## config.mk

```make
export PLATFORM = sky130hd
export DESIGN_NAME = tag_lookup_unit
export DESIGN_NICKNAME = d
export VERILOG_FILES = /design/src/rtl/cache_pkg.sv /design/src/rtl/lru_age_update.sv /design/src/rtl/tag_lookup_unit.sv
export SDC_FILE = /design/constraint.sdc
export NUM_CORES = 1
export LEC_CHECK = 0
export BUFFER_PORTS_ARGS = -buffer_cell sky130_fd_sc_hd__buf_2
export CAP_MARGIN = 20
export CORE_MARGIN = 3
export CORE_UTILIZATION = 60
export DETAILED_ROUTE_END_ITERATION = 6
export GPL_TIMING_DRIVEN = 1
export PLACE_DENSITY = 0.74
export SETUP_SLACK_MARGIN = 0.4
export SLEW_MARGIN = 20
export SYNTH_ARGS = -nofsm -noshare
export SYNTH_HDL_FRONTEND = slang
export SYNTH_HIERARCHICAL = 1
export SYNTH_SLANG_ARGS = --single-unit
```

## constraint.sdc

```tcl
create_clock -name clk -period 8.6 [get_ports clk]
set_input_delay 0.86 -clock clk [delete_from_list [all_inputs] [get_ports clk]]
set_output_delay 0.86 -clock clk [all_outputs]
set_load 0.01 [all_outputs]
```

## src/rtl/cache_pkg.sv

```systemverilog
// Shared definitions for the L2 tag lookup slice: default geometry, lookup FSM
// states and the registered response record.
package cache_pkg;

  localparam int unsigned TAG_W_DEF   = 5;
  localparam int unsigned INDEX_W_DEF = 4;
  localparam int unsigned WAYS_DEF    = 4;

  // Response fields are sized for the largest supported geometry (8 ways, 32-bit tag).
  localparam int unsigned MAX_WAY_W = 3;
  localparam int unsigned MAX_TAG_W = 32;

  typedef enum logic [1:0] {
    IDLE,
    COMPARE,
    RESP
  } lookupState_e;

  typedef struct packed {
    logic                 hit;
    logic [MAX_WAY_W-1:0] way;
    logic                 evict;
    logic [MAX_TAG_W-1:0] evictTag;
  } lookupResp_t;

endpackage

```

## src/rtl/lru_age_update.sv

```systemverilog
// Combinational age-based LRU step for one set: applies a touch to the given way
// and reports which way currently holds the oldest age.
module lru_age_update #(
  parameter int unsigned WAYS  = 4,
  parameter int unsigned WAY_W = $clog2(WAYS)
) (
  input  logic [WAYS-1:0][WAY_W-1:0] ageIn,
  input  logic [WAY_W-1:0]           touchWay,
  output logic [WAYS-1:0][WAY_W-1:0] ageOut,
  output logic [WAY_W-1:0]           lruWay
);

  always_comb begin
    ageOut = ageIn;
    for (int unsigned w = 0; w < WAYS; w++) begin
      if (WAY_W'(w) == touchWay) begin
        ageOut[w] = '0;
      end else if (ageIn[w] < ageIn[touchWay]) begin
        ageOut[w] = ageIn[w] + WAY_W'(1);
      end
    end
  end

  // Ages form a permutation, so exactly one way is oldest; scan high-to-low anyway
  // so the lowest index wins should that ever be violated.
  always_comb begin
    lruWay = '0;
    for (int unsigned w = WAYS; w > 0; w--) begin
      if (ageIn[w-1] == WAY_W'(WAYS - 1)) begin
        lruWay = WAY_W'(w - 1);
      end
    end
  end

endmodule

```

## src/rtl/tag_lookup_unit.sv

```systemverilog
// Set-associative tag store with a three-state lookup controller: hit/way lookup,
// LRU victim fill on allocating misses, and evicted-tag reporting.
module tag_lookup_unit
  import cache_pkg::*;
#(
  parameter int unsigned TAG_W   = TAG_W_DEF,
  parameter int unsigned INDEX_W = INDEX_W_DEF,
  parameter int unsigned WAYS    = WAYS_DEF,
  localparam int unsigned WAY_W  = $clog2(WAYS),
  localparam int unsigned SETS   = 2 ** INDEX_W
) (
  input  logic                     clk,
  input  logic                     rst,
  input  logic                     flush,
  input  logic                     req_valid,
  output logic                     req_ready,
  input  logic [TAG_W+INDEX_W-1:0] req_addr,
  input  logic                     req_alloc,
  output logic                     resp_valid,
  input  logic                     resp_ready,
  output logic                     resp_hit,
  output logic [WAY_W-1:0]         resp_way,
  output logic                     resp_evict,
  output logic [TAG_W-1:0]         resp_evict_tag
);

  lookupState_e                         state;
  logic [SETS-1:0][WAYS-1:0]            validQ;
  logic [SETS-1:0][WAYS-1:0][WAY_W-1:0] ageQ;
  logic [TAG_W-1:0]                     tagMem [SETS][WAYS];

  logic [TAG_W-1:0]   reqTag;
  logic [INDEX_W-1:0] reqIndex;
  logic               reqAlloc;
  lookupResp_t        respQ;
  logic               respValidQ;

  logic [WAYS-1:0]            setValid;
  logic [WAYS-1:0][WAY_W-1:0] setAge;
  logic [WAYS-1:0][WAY_W-1:0] newAge;
  logic [WAYS-1:0]            match;
  logic                       hit;
  logic                       anyInvalid;
  logic [WAY_W-1:0]           hitWay;
  logic [WAY_W-1:0]           freeWay;
  logic [WAY_W-1:0]           lruWay;
  logic [WAY_W-1:0]           victim;
  logic [WAY_W-1:0]           touchWay;
  logic                       evictNow;
  lookupResp_t                respNext;

  assign setValid = validQ[reqIndex];
  assign setAge   = ageQ[reqIndex];

  always_comb begin
    match      = '0;
    hit        = 1'b0;
    anyInvalid = 1'b0;
    hitWay     = '0;
    freeWay    = '0;
    for (int unsigned w = 0; w < WAYS; w++) begin
      match[w] = setValid[w] && (tagMem[reqIndex][w] == reqTag);
    end
    for (int unsigned w = WAYS; w > 0; w--) begin
      if (match[w-1]) begin
        hit    = 1'b1;
        hitWay = WAY_W'(w - 1);
      end
      if (!setValid[w-1]) begin
        anyInvalid = 1'b1;
        freeWay    = WAY_W'(w - 1);
      end
    end
  end

  assign victim   = anyInvalid ? freeWay : lruWay;
  assign touchWay = hit ? hitWay : victim;
  assign evictNow = !hit && reqAlloc && setValid[victim];

  lru_age_update #(
    .WAYS  (WAYS),
    .WAY_W (WAY_W)
  ) uLru (
    .ageIn    (setAge),
    .touchWay (touchWay),
    .ageOut   (newAge),
    .lruWay   (lruWay)
  );

  always_comb begin
    respNext          = '0;
    respNext.hit      = hit;
    respNext.way      = MAX_WAY_W'(touchWay);
    respNext.evict    = evictNow;
    respNext.evictTag = evictNow ? MAX_TAG_W'(tagMem[reqIndex][victim]) : '0;
  end

  always_ff @(posedge clk or posedge rst) begin
    if (rst) begin
      state      <= IDLE;
      validQ     <= '0;
      reqTag     <= '0;
      reqIndex   <= '0;
      reqAlloc   <= 1'b0;
      respQ      <= '0;
      respValidQ <= 1'b0;
      for (int unsigned s = 0; s < SETS; s++) begin
        for (int unsigned w = 0; w < WAYS; w++) begin
          ageQ[s][w] <= WAY_W'(w);
        end
      end
    end else begin
      case (state)
        IDLE: begin
          if (flush) begin
            validQ <= '0;
            for (int unsigned s = 0; s < SETS; s++) begin
              for (int unsigned w = 0; w < WAYS; w++) begin
                ageQ[s][w] <= WAY_W'(w);
              end
            end
          end else if (req_valid) begin
            reqTag   <= req_addr[TAG_W+INDEX_W-1:INDEX_W];
            reqIndex <= req_addr[INDEX_W-1:0];
            reqAlloc <= req_alloc;
            state    <= COMPARE;
          end
        end
        COMPARE: begin
          // State commits here, before the response is visible, so a following
          // request to the same set observes this fill and LRU update.
          if (hit || reqAlloc) begin
            ageQ[reqIndex] <= newAge;
            if (!hit) begin
              validQ[reqIndex][victim] <= 1'b1;
            end
          end
          respQ      <= respNext;
          respValidQ <= 1'b1;
          state      <= RESP;
        end
        RESP: begin
          if (resp_ready) begin
            respValidQ <= 1'b0;
            state      <= IDLE;
          end
        end
        default: state <= IDLE;
      endcase
    end
  end

  // Tag contents carry no reset; validity alone qualifies them.
  always_ff @(posedge clk) begin
    if (state == COMPARE && !hit && reqAlloc) begin
      tagMem[reqIndex][victim] <= reqTag;
    end
  end

  assign req_ready      = (state == IDLE) && !flush;
  assign resp_valid     = respValidQ;
  assign resp_hit       = respQ.hit;
  assign resp_way       = WAY_W'(respQ.way);
  assign resp_evict     = respQ.evict;
  assign resp_evict_tag = TAG_W'(respQ.evictTag);

endmodule
```

# After elaboration in Yosys (flattened, before gate mapping)
# Memories as Yosys holds them, arrays and structs flattened.
# Index checks and enable logic that the tools add are counted.
op_classes:
  n_eq_ne: 19
  n_lt_le_gt_ge: 11
  muxes: 66
  bitwise_logic: 3
  mul: 0
  reduce_logical: 24
  n_div: 0
  n_addsub: 4
  shift: 0
ops:
  columns: ["operator", "n"]
  rows:
  - ["2-to-1 mux 128 bit", 2]
  - ["case mux 128 bit (2 select lines)", 1]
  - ["2-to-1 mux 64 bit", 3]
  - ["bitwise mux 128 bit", 1]
  - ["case mux 64 bit (2 select lines)", 1]
  - ["OR 64 bit", 1]
  - ["2-to-1 mux 2 bit", 26]
  - ["binary-select mux 8 bit (select 4 bit)", 1]
  - ["demux 8 bit (select 4 bit)", 1]
  - ["== test 5 bit", 4]
  - ["2-to-1 mux 20 bit", 1]
  - ["2-to-1 mux 5 bit", 4]
  - ["binary-select mux 4 bit (select 4 bit)", 1]
  - ["demux 4 bit (select 4 bit)", 1]
  - ["2-to-1 mux 8 bit", 2]
  - ["logical AND 1 bit", 12]
  - ["2-to-1 mux 1 bit", 12]
  - ["inequality test 2 bit, second input constant", 6]
  - ["binary-select mux 5 bit (select 2 bit)", 1]
  - ["demux 5 bit (select 2 bit)", 1]
  - ["== test 2 bit, second input constant", 5]
  - ["AND reduction 3 bit", 3]
  - ["adder 2 x 1 -> 2 bit, second input constant", 4]
  - ["< comparator 2 bit", 4]
  - ["23 further kinds", 29]
word_totals:
  n_memories: 1
  word_cells: 217
  reg_bits: 214
  output_inout_bits: 11
  ramBits: 320
  romBits: 0
  input_bits: 15
  latchBits: 0
memory_table:
  columns: ["memory", "words", "word_bits", "read_ports", "rd_ports_with_merged_regs", "write_ports", "line", "rtl"]
  rows:
  - ["tagMem", 16, 20, 1, 0, 1, "tag_lookup_unit.sv:30", "logic [TAG_W-1:0] tagMem [SETS][WAYS];"]

# Depth between registers and ports, before layout
# Gate-level depths: netlist of the first run.
depth:
  ltp_word: 18
  depth_mapped: 27

# Modules after synthesis
# The synthesis of the first run kept the hierarchy.
modules_own_cells:
  columns: ["mod", "cells_per_inst", "n_inst", "area_per_inst_um2", "seq_area_each_um2"]
  rows:
  - ["tag_lookup_unit", 1578, 1, 23446.2, 15044.4]
  - ["lru_age_update", 64, 1, 474.2, 0.0]

# Worst setup path after synthesis of the first run
# No wires, ideal clock.
synth_path:
  path_kind: "register to register"
  startpoint: "register reqIndex[0]"
  endpoint: "register ageQ[101] in the netlist's numbering"
  n_path_buf: 8
  t_arrival_ps: 6472
  setup_slack_ps: 2036
  period_less_slack_ps: 6564
  setup_ps: 93
  stages_incl_launch_ff: 28
  path_cell_list: "dfrtp_1 buf_4 buf_6 buf_4 buf_2 buf_2 buf_1 mux4_2 mux4_2 ha_1 inv_1 a21oi_1 nor2_1 a211oi_1 nor2_1 o22a_1 o21ba_2 buf_2 mux4_2 inv_1 ha_1 inv_1 a221o_1 and3_1 o21ba_1 nor2_1 clkbuf_1 mux2i_1"
synth_rtl:
  columns: ["item", "line", "rtl"]
  rows:
  - ["from (decl)", "tag_lookup_unit.sv:33", "logic [INDEX_W-1:0] reqIndex;"]
  - ["from (signal assigned)", "tag_lookup_unit.sv:124", "reqIndex <= req_addr[INDEX_W-1:0];"]
  - ["to (signal, indexed assignment)", "tag_lookup_unit.sv:109", "ageQ[s][w] <= WAY_W'(w);"]
  - ["to (signal, indexed assignment)", "tag_lookup_unit.sv:119", "ageQ[s][w] <= WAY_W'(w);"]
  - ["to (signal, indexed assignment)", "tag_lookup_unit.sv:133", "ageQ[reqIndex] <= newAge;"]
  - ["to (decl)", "tag_lookup_unit.sv:29", "logic [SETS-1:0][WAYS-1:0][WAY_W-1:0] ageQ;"]

==> results of run 1 <==
## metrics by stage
step,setup WS (ps),instances
floorplan,1990,1642
global route,1080,2192
CTS,1680,2192
global placement,1890,2092
detailed placement,1750,2092
finish,1640,2192
## power by group through the flow
stage               combinational [mW]  sequential [mW]  clock (mW)
floorplan                         1.02             3.04           0
global placement                  1.35             3.07           0
detailed placement                1.37             3.08           0
CTS                               1.38             3.03        2.36
global route                      1.48             3.04        2.46
finish                            1.39             3.02        2.34
## state kept, by name, indices dropped and copies added (netlist names)
register	flops
tagMem	320
ageQ	128
validQ	64
reqTag	5
resp_evict_tag	5
reqIndex	4
resp_way	2
state	2
reqAlloc	1
resp_evict	1
resp_hit	1
resp_valid	1
## layer usage
| metal | GRT usage, % | wire length (um) |
|---|---|---|
| met5 | 0 | 0 |
| met2 | 42.7 | 26400 |
| met3 | 4.94 | 4760 |
| met1 | 40.1 | 23300 |
| met4 | 8.69 | 1870 |
## final timing paths
path                            slack [ps]  cells after the start         end
worst max register to register        1640                     17    ageQ[29]
worst min-delay path                   460                      2    state[1]
min in group asynchronous              520                      2  validQ[36]
worst min register to register         470                      2    ageQ[93]
worst max-delay path                  1640                     17    ageQ[29]
max in group asynchronous             6390                      3   reqTag[4]
## worst register-to-register path, stage by stage (launching register included)
cell,delay (ps)
dfrtp_4,930
buf_4,660
mux4_2,610
a22o_1,240
a221oi_2,510
o21ai_0,280
nor2_1,500
o22a_1,200
o21ba_2,350
mux4_2,570
inv_1,160
ha_1,210
inv_1,50
a221o_1,270
and3_1,170
o21ba_1,180
nor2_1,760
mux2i_1,200
## cell usage in the layout (no fill, tap or decap), types with 3 or more instances in the layout
cell type | netlist | routed
buf_2 | 34 | 25
mux2i_1 | 180 | 180
buf_4 | 14 | 31
o21ai_1 | 49 | 49
nand2_1 | 190 | 188
mux2_1 | 5 | 5
mux4_2 | 122 | 122
clkinv_2 | 0 | 8
clkbuf_1 | 56 | 11
nor2b_1 | 6 | 6
mux2_2 | 31 | 31
o21ai_0 | 37 | 37
xnor2_1 | 9 | 9
nand3b_1 | 3 | 3
or3_1 | 20 | 20
clkbuf_16 | 0 | 54
edfxtp_1 | 320 | 320
nand2b_1 | 8 | 8
o211ai_1 | 4 | 4
o22ai_1 | 13 | 13
a22oi_1 | 14 | 14
dfstp_2 | 64 | 64
o21a_1 | 6 | 6
a21oi_1 | 19 | 19
dfrtp_1 | 150 | 143
nand3_1 | 13 | 13
nor3_1 | 7 | 7
dfrtp_2 | 0 | 5
bufinv_16 | 0 | 7
xor2_1 | 4 | 4
a221oi_1 | 3 | 3
inv_1 | 12 | 11
o2bb2ai_1 | 4 | 4
ha_1 | 8 | 8
a211oi_1 | 7 | 7
nor2_1 | 155 | 154
clkinv_1 | 1 | 16
## Yosys cell counts (all sizes together), types with 3 or more instances
| master | n | area [um^2] |
|---|---|---|
| o22ai | 13 | 81.3 |
| clkbuf | 56 | 210 |
| o21ai | 86 | 430 |
| dfrtp | 150 | 3750 |
| a22oi | 14 | 105 |
| a221oi | 4 | 41.3 |
| o2bb2ai | 4 | 35.0 |
| nand2 | 190 | 713 |
| nor2 | 155 | 582 |
| nand3 | 13 | 65.1 |
| o21a | 6 | 45.0 |
| mux2 | 37 | 420 |
| nor3 | 9 | 55.1 |
| or2 | 3 | 18.8 |
| inv | 14 | 52.6 |
| and2 | 4 | 25.0 |
| a211oi | 7 | 52.6 |
| a21oi | 19 | 95.1 |
| edfxtp | 320 | 9610 |
| ha | 8 | 100 |
| mux2i | 180 | 1800 |
| nor2b | 6 | 37.5 |
| nor4 | 3 | 48.8 |
| mux4 | 122 | 2750 |
| a21boi | 3 | 22.5 |
| o211ai | 4 | 30.0 |
| buf | 69 | 437 |
| xnor2 | 9 | 78.8 |
| or3 | 20 | 125 |
| nand3b | 3 | 22.5 |
| xor2 | 4 | 35.0 |
| dfstp | 64 | 1680 |
| nand2b | 8 | 50.1 |
## layout make-up
cell class	instances	area, um^2
repair buffers	57	378
well taps	518	648
clock buffers	65	1390
fillers	2650	12900
inverters	15	63.8
clock inverters	35	358
multi-input cells	968	8190
flip-flops and latches	534	15100
## kinds of logic (layout without fill, tap and decap cells)
family	count (synthesis)	after routing	synth area share (%)
multiplexers	339	339	20.8
buffers and inverters	140	172	2.94
AO/OA/AOI/OAI	180	180	4.70
XOR/XNOR	13	13	0.476
flip-flops	534	534	62.9
AND/OR/NAND/NOR	428	428	7.80
adder cells (fa/ha/maj)	8	8	0.418
==> flow_metrics.env, run 1 <==
export IMPL_status="completed"
export IMPL_die_x_um=206
export IMPL_fin_crit_sh_pct=81.0
export IMPL_die_area_um2=42300
export IMPL_drt_pass1_iter_count=6
export IMPL_grt_usage_pct=27.4
export IMPL_dieHeight_um=206
export IMPL_hold_path_class="input pin to register"
export IMPL_synth_edf_count=320
export IMPL_place_gp_congestion=0.967
export IMPL_worst_slew_pin_slew_ps=1070
export IMPL_port_buffers=25
export IMPL_cts_tree="yes"
export IMPL_grt_pass1_wl_um=86900
export IMPL_cts_clk_slew_worst_paths_ps=60
export IMPL_rsz0062_at_grt="no"
export IMPL_period_needed_ps=6960
export IMPL_report_power_total_mw=6.75
export IMPL_fin_util_pct=66.9
export IMPL_cp_required_ps=9060
export IMPL_clockBufferDepth=3
export IMPL_cts_resized=0
export IMPL_vias=14216
export IMPL_p_per_area_nw_per_um2=259
export IMPL_slew_headroom_pct=28.2
export IMPL_worstSetupStartpoint="reqIndex[0]"
export IMPL_syn_cell_area_um2=23900
export IMPL_synth_fp_nets=1665
export IMPL_end_kind="register"
export IMPL_crit_path_max_fanout=38
export IMPL_max_freq_mhz=144
export IMPL_grt_max_degree=137
export IMPL_core_rowCount=72
export IMPL_worst_setup_path_type="register to register"
export IMPL_synthCells=1642
export IMPL_syn_avg_cell_area_um2=14.6
export IMPL_comb_power_share_pct=20.5
export IMPL_drive_gt1_share_pct=22.3
export IMPL_cts_hold_fix_buffers=0
export IMPL_overflow=0
export IMPL_fin_area_um2=26100
export IMPL_syn2layout_area_growth_pct=9.05
export IMPL_grt_pass1_vias=14231
export IMPL_timing_hold_ws_ps=459
export IMPL_clock_latency_ps=600
export IMPL_finalSetupTns_ps=0
export IMPL_ys_ff_latch=534
export IMPL_critical_path_arrival_ps=7430
export IMPL_core_um2=39000
export IMPL_post_cts_buffers=0
export IMPL_power_leakage_nw=10.2
export IMPL_ys_seq_area_share_pct=62.9
export IMPL_async_flop_share_pct=40.1
export IMPL_crit_buf_inv=3
export IMPL_cts_max_level=2
export IMPL_min_delay_start="resp_ready"
export IMPL_switching_power_mw=1.95
export IMPL_irDropWorstVdd_uv=186
export IMPL_drt_iter0_markers=1684
export IMPL_avgRoutedWirePerCell_um=25.7
export IMPL_finalSetupViolCount=0
export IMPL_crit_family="compound AO/OA/AOI/OAI gates"
export IMPL_synth_warnings=6
export IMPL_p_int_mw=4.80
export IMPL_hpwl_um=34600
export IMPL_cap_violations=0
export IMPL_synth_top_flop_cell="edfxtp_1"
export IMPL_synthDistinctLibCells=72
export IMPL_start_util_pct=61.3
export IMPL_placed_area_um2=24300
export IMPL_seq_power_share_pct=44.8
export IMPL_numCtsBuffers=54
export IMPL_slowest_delay_ps=930
export IMPL_pwr_share_clk_pct=34.7
export IMPL_wl_um=56400
export IMPL_fin_nets=1653
export IMPL_finalMaxSlewViolations=0
export IMPL_reg2reg_from="reqIndex[0]"
export IMPL_fin_skew_ps=24.7
export IMPL_hold_viol=0
export IMPL_drc=0
export IMPL_io_pins=26
export IMPL_antenna_found_initial=0
export IMPL_startpoint_type="register"
export IMPL_crit_path_top_delay_cell="dfrtp_4"
export IMPL_cts_root_buf="clkbuf_16"
export IMPL_viasPerCell=6.49
export IMPL_worstPathCellList="buf_4 -> mux4_2 -> a22o_1 -> a221oi_2 -> o21ai_0 -> nor2_1 -> o22a_1 -> o21ba_2 -> mux4_2 -> inv_1 -> ha_1 -> inv_1 -> a221o_1 -> and3_1 -> o21ba_1 -> nor2_1 -> mux2i_1"
export IMPL_antennaDiodeCount=0
export IMPL_swShare_pct=28.9
export IMPL_cts_sinks=534
export IMPL_drtAntennaViolNets=0
Power figures use the tool's default switching activity.
==> run 2: changes to the inputs <==
--- a/config.mk
+++ b/config.mk
@@ -8,7 +8,7 @@
 export BUFFER_PORTS_ARGS = -buffer_cell sky130_fd_sc_hd__buf_2
 export CAP_MARGIN = 20
 export CORE_MARGIN = 3
-export CORE_UTILIZATION = 60
+export CORE_UTILIZATION = 57
 export DETAILED_ROUTE_END_ITERATION = 6
 export GPL_TIMING_DRIVEN = 1
 export PLACE_DENSITY = 0.74
==> constraint.sdc (replaced) <==
create_clock -name clk -period 5.84 [get_ports clk]
set_input_delay 0.584 -clock clk [delete_from_list [all_inputs] [get_ports clk]]
set_output_delay 0.584 -clock clk [all_outputs]
set_load 0.01 [all_outputs]
==> run 2 against run 1 <==
Critical path type unchanged. Sequential share of layout area is 1.1 points lower. Clock power is 44% higher. Power is 49% higher.
==> flow_metrics.env, run 2 (synthesis results as in run 1) <==
export IMPL_avgRoutedWirePerCell_um=26.0
export IMPL_numCtsBuffers=54
export IMPL_end_kind="register"
export IMPL_comb_power_share_pct=21.9
export IMPL_grt_usage_pct=26.6
export IMPL_antenna_found_initial=1
export IMPL_p_int_mw=7.09
export IMPL_final_common_cell="edfxtp_1"
export IMPL_syn2layout_area_growth_pct=11.1
export IMPL_grt_pass1_wl_um=89700
export IMPL_swShare_pct=29.4
export IMPL_place_gp_congestion=0.920
export IMPL_core_rowCount=74
export IMPL_vias=14419
export IMPL_drc=0
export IMPL_startpoint_type="register"
export IMPL_seq_power_share_pct=44.5
export IMPL_rr_worst_depth=17
export IMPL_critical_path_arrival_ps=5710
export IMPL_regToRegSetupSlack_ps=630
export IMPL_slew_headroom_pct=24.1
export IMPL_drt_iter0_markers=1570
export IMPL_irDropWorstVdd_uv=305
export IMPL_fin_skew_ps=29.7
export IMPL_p_per_area_nw_per_um2=378
export IMPL_cts_root_buf="clkbuf_16"
export IMPL_start_util_pct=58.2
export IMPL_hold_path_class="input pin to async pin"
export IMPL_top_regs="tagMem x320, ageQ x128, validQ x64"
export IMPL_clock_latency_ps=610
export IMPL_die_x_um=211
export IMPL_fin_crit_sh_pct=89.2
export IMPL_grt_pass1_vias=14606
export IMPL_grt_max_degree=179
export IMPL_finalSetupTns_ps=0
export IMPL_r2r_end="ageQ[1]"
export IMPL_largest_reg_flops=320
export IMPL_drive_gt1_share_pct=25.3
export IMPL_cp_required_ps=6340
export IMPL_io_pins=26
export IMPL_port_buffers=25
export IMPL_cap_violations=0
export IMPL_worstPathCellList="buf_12 -> buf_12 -> mux4_2 -> mux4_2 -> xnor2_1 -> nand2_1 -> nor4b_4 -> o21ba_4 -> mux4_2 -> inv_4 -> ha_4 -> inv_1 -> a221oi_1 -> a211oi_1 -> mux2i_1 -> nand2_4 -> mux2i_1"
export IMPL_cts_tree="yes"
export IMPL_finalSetupViolCount=0
export IMPL_crit_family="multiplexers"
export IMPL_worst_slew_pin_slew_ps=1140
export IMPL_slowest_delay_ps=570
export IMPL_max_freq_mhz=192
export IMPL_crit_buf_inv=4
export IMPL_clockBufferDepth=3
export IMPL_power_leakage_nw=10.4
export IMPL_hold_viol=0
export IMPL_viasPerCell=6.43
export IMPL_drt_pass1_iter_count=6
export IMPL_cts_sinks=534
export IMPL_overflow=0
export IMPL_core_um2=41100
export IMPL_cts_hold_fix_buffers=0
export IMPL_crit_path_max_fanout=21
export IMPL_finalMaxSlewViolations=0
export IMPL_drtAntennaViolNets=0
export IMPL_status="completed"
export IMPL_hpwl_um=36500
export IMPL_cts_max_level=2
export IMPL_pwr_share_clk_pct=33.5
export IMPL_crit_path_top_delay_cell="mux4_2"
export IMPL_wl_um=58400
export IMPL_largest_register="tagMem"
export IMPL_mostFrequentLayoutCells="edfxtp_1 (320), nand2_1 (186), mux2i_1 (180)"
export IMPL_period_needed_ps=5210
export IMPL_die_area_um2=44500
export IMPL_reg2reg_from="reqIndex[0]"
export IMPL_report_power_total_mw=10.0
export IMPL_rsz0062_at_grt="yes"
export IMPL_crit_top_cell="mux4_2"
export IMPL_dieHeight_um=211
export IMPL_switching_power_mw=2.95
export IMPL_worst_setup_path_type="register to register"
export IMPL_fin_nets=1689
export IMPL_cts_clk_slew_worst_paths_ps=70
-- run 2: power groups by stage --
stage | clock, mW | combinational [mW] | sequential (mW)
after floorplan | 0 | 1.55 | 4.48
after global placement | 0 | 2.06 | 4.57
after detailed placement | 0 | 2.09 | 4.58
after CTS | 3.41 | 2.16 | 4.48
after global routing | 3.56 | 2.33 | 4.49
final | 3.37 | 2.20 | 4.47
-- run 2: what timing repair did --
item	CTS	global route
pin swaps	0	2
endpoints found under the setup margin	63	84
gates resized for setup	0	8
buffers inserted	5	4
-- run 2: through the flow --
| stage | setup slack (ps) | hold WS [ps] | utilization, % | cell area [um^2] | cells |
|---|---|---|---|---|---|
| floorplan | 409 | 444 | - | 24100 | 1642 |
| global placement | 376 | 456 | 60.1 | 24700 | 2133 |
| detailed placement | 254 | 461 | 60.1 | 24700 | 2133 |
| CTS | 421 | 158 | 64.5 | 26500 | 2237 |
| global route | 380 | 186 | 64.6 | 26600 | 2241 |
| finish | 633 | 158 | 64.6 | 26600 | 2242 |
-- run 2: area by class of cell --
type                            instances  area (um^2)
Sequential cell                       534        15100
Multi-Input combinational cell        968         8270
Clock inverter                         30          229
Inverter                               15         62.6
Clock buffer                           69         1510
Fill cell                            2952        14500
Tap cell                              532          666
Antenna cell                            1         2.50
Timing Repair Buffer                   93          777
-- run 2: worst max-delay path by stage --
| stage | startpoint | endpoint | cells past startpoint | slack [ps] |
|---|---|---|---|---|
| 5_1_grt | reqIndex[0] | ageQ[73] | 19 | 380 |
| 4_1_cts | reqIndex[1] | ageQ[97] | 19 | 420 |
| 6_report | reqIndex[0] | ageQ[1] | 17 | 630 |
| 3_3_place_gp | reqIndex[1] | ageQ[73] | 19 | 380 |
| 3_5_place_dp | reqIndex[0] | ageQ[9] | 20 | 250 |
| 2_1_floorplan | reqIndex[0] | ageQ[121] | 27 | 410 |
-- run 2: routing by layer --
metal / vias to the layer above / part of all wire (%) / GRT usage, % / wire length, um
li1: 6169 / - / - / -
met1: 7420 / 41 / 37.8 / 23900
met2: 699 / 48 / 42.3 / 27800
met3: 131 / 8.4 / 5.17 / 4930
met4: 0 / 3.0 / 8.89 / 1770
met5: - / 0 / 0 / 0
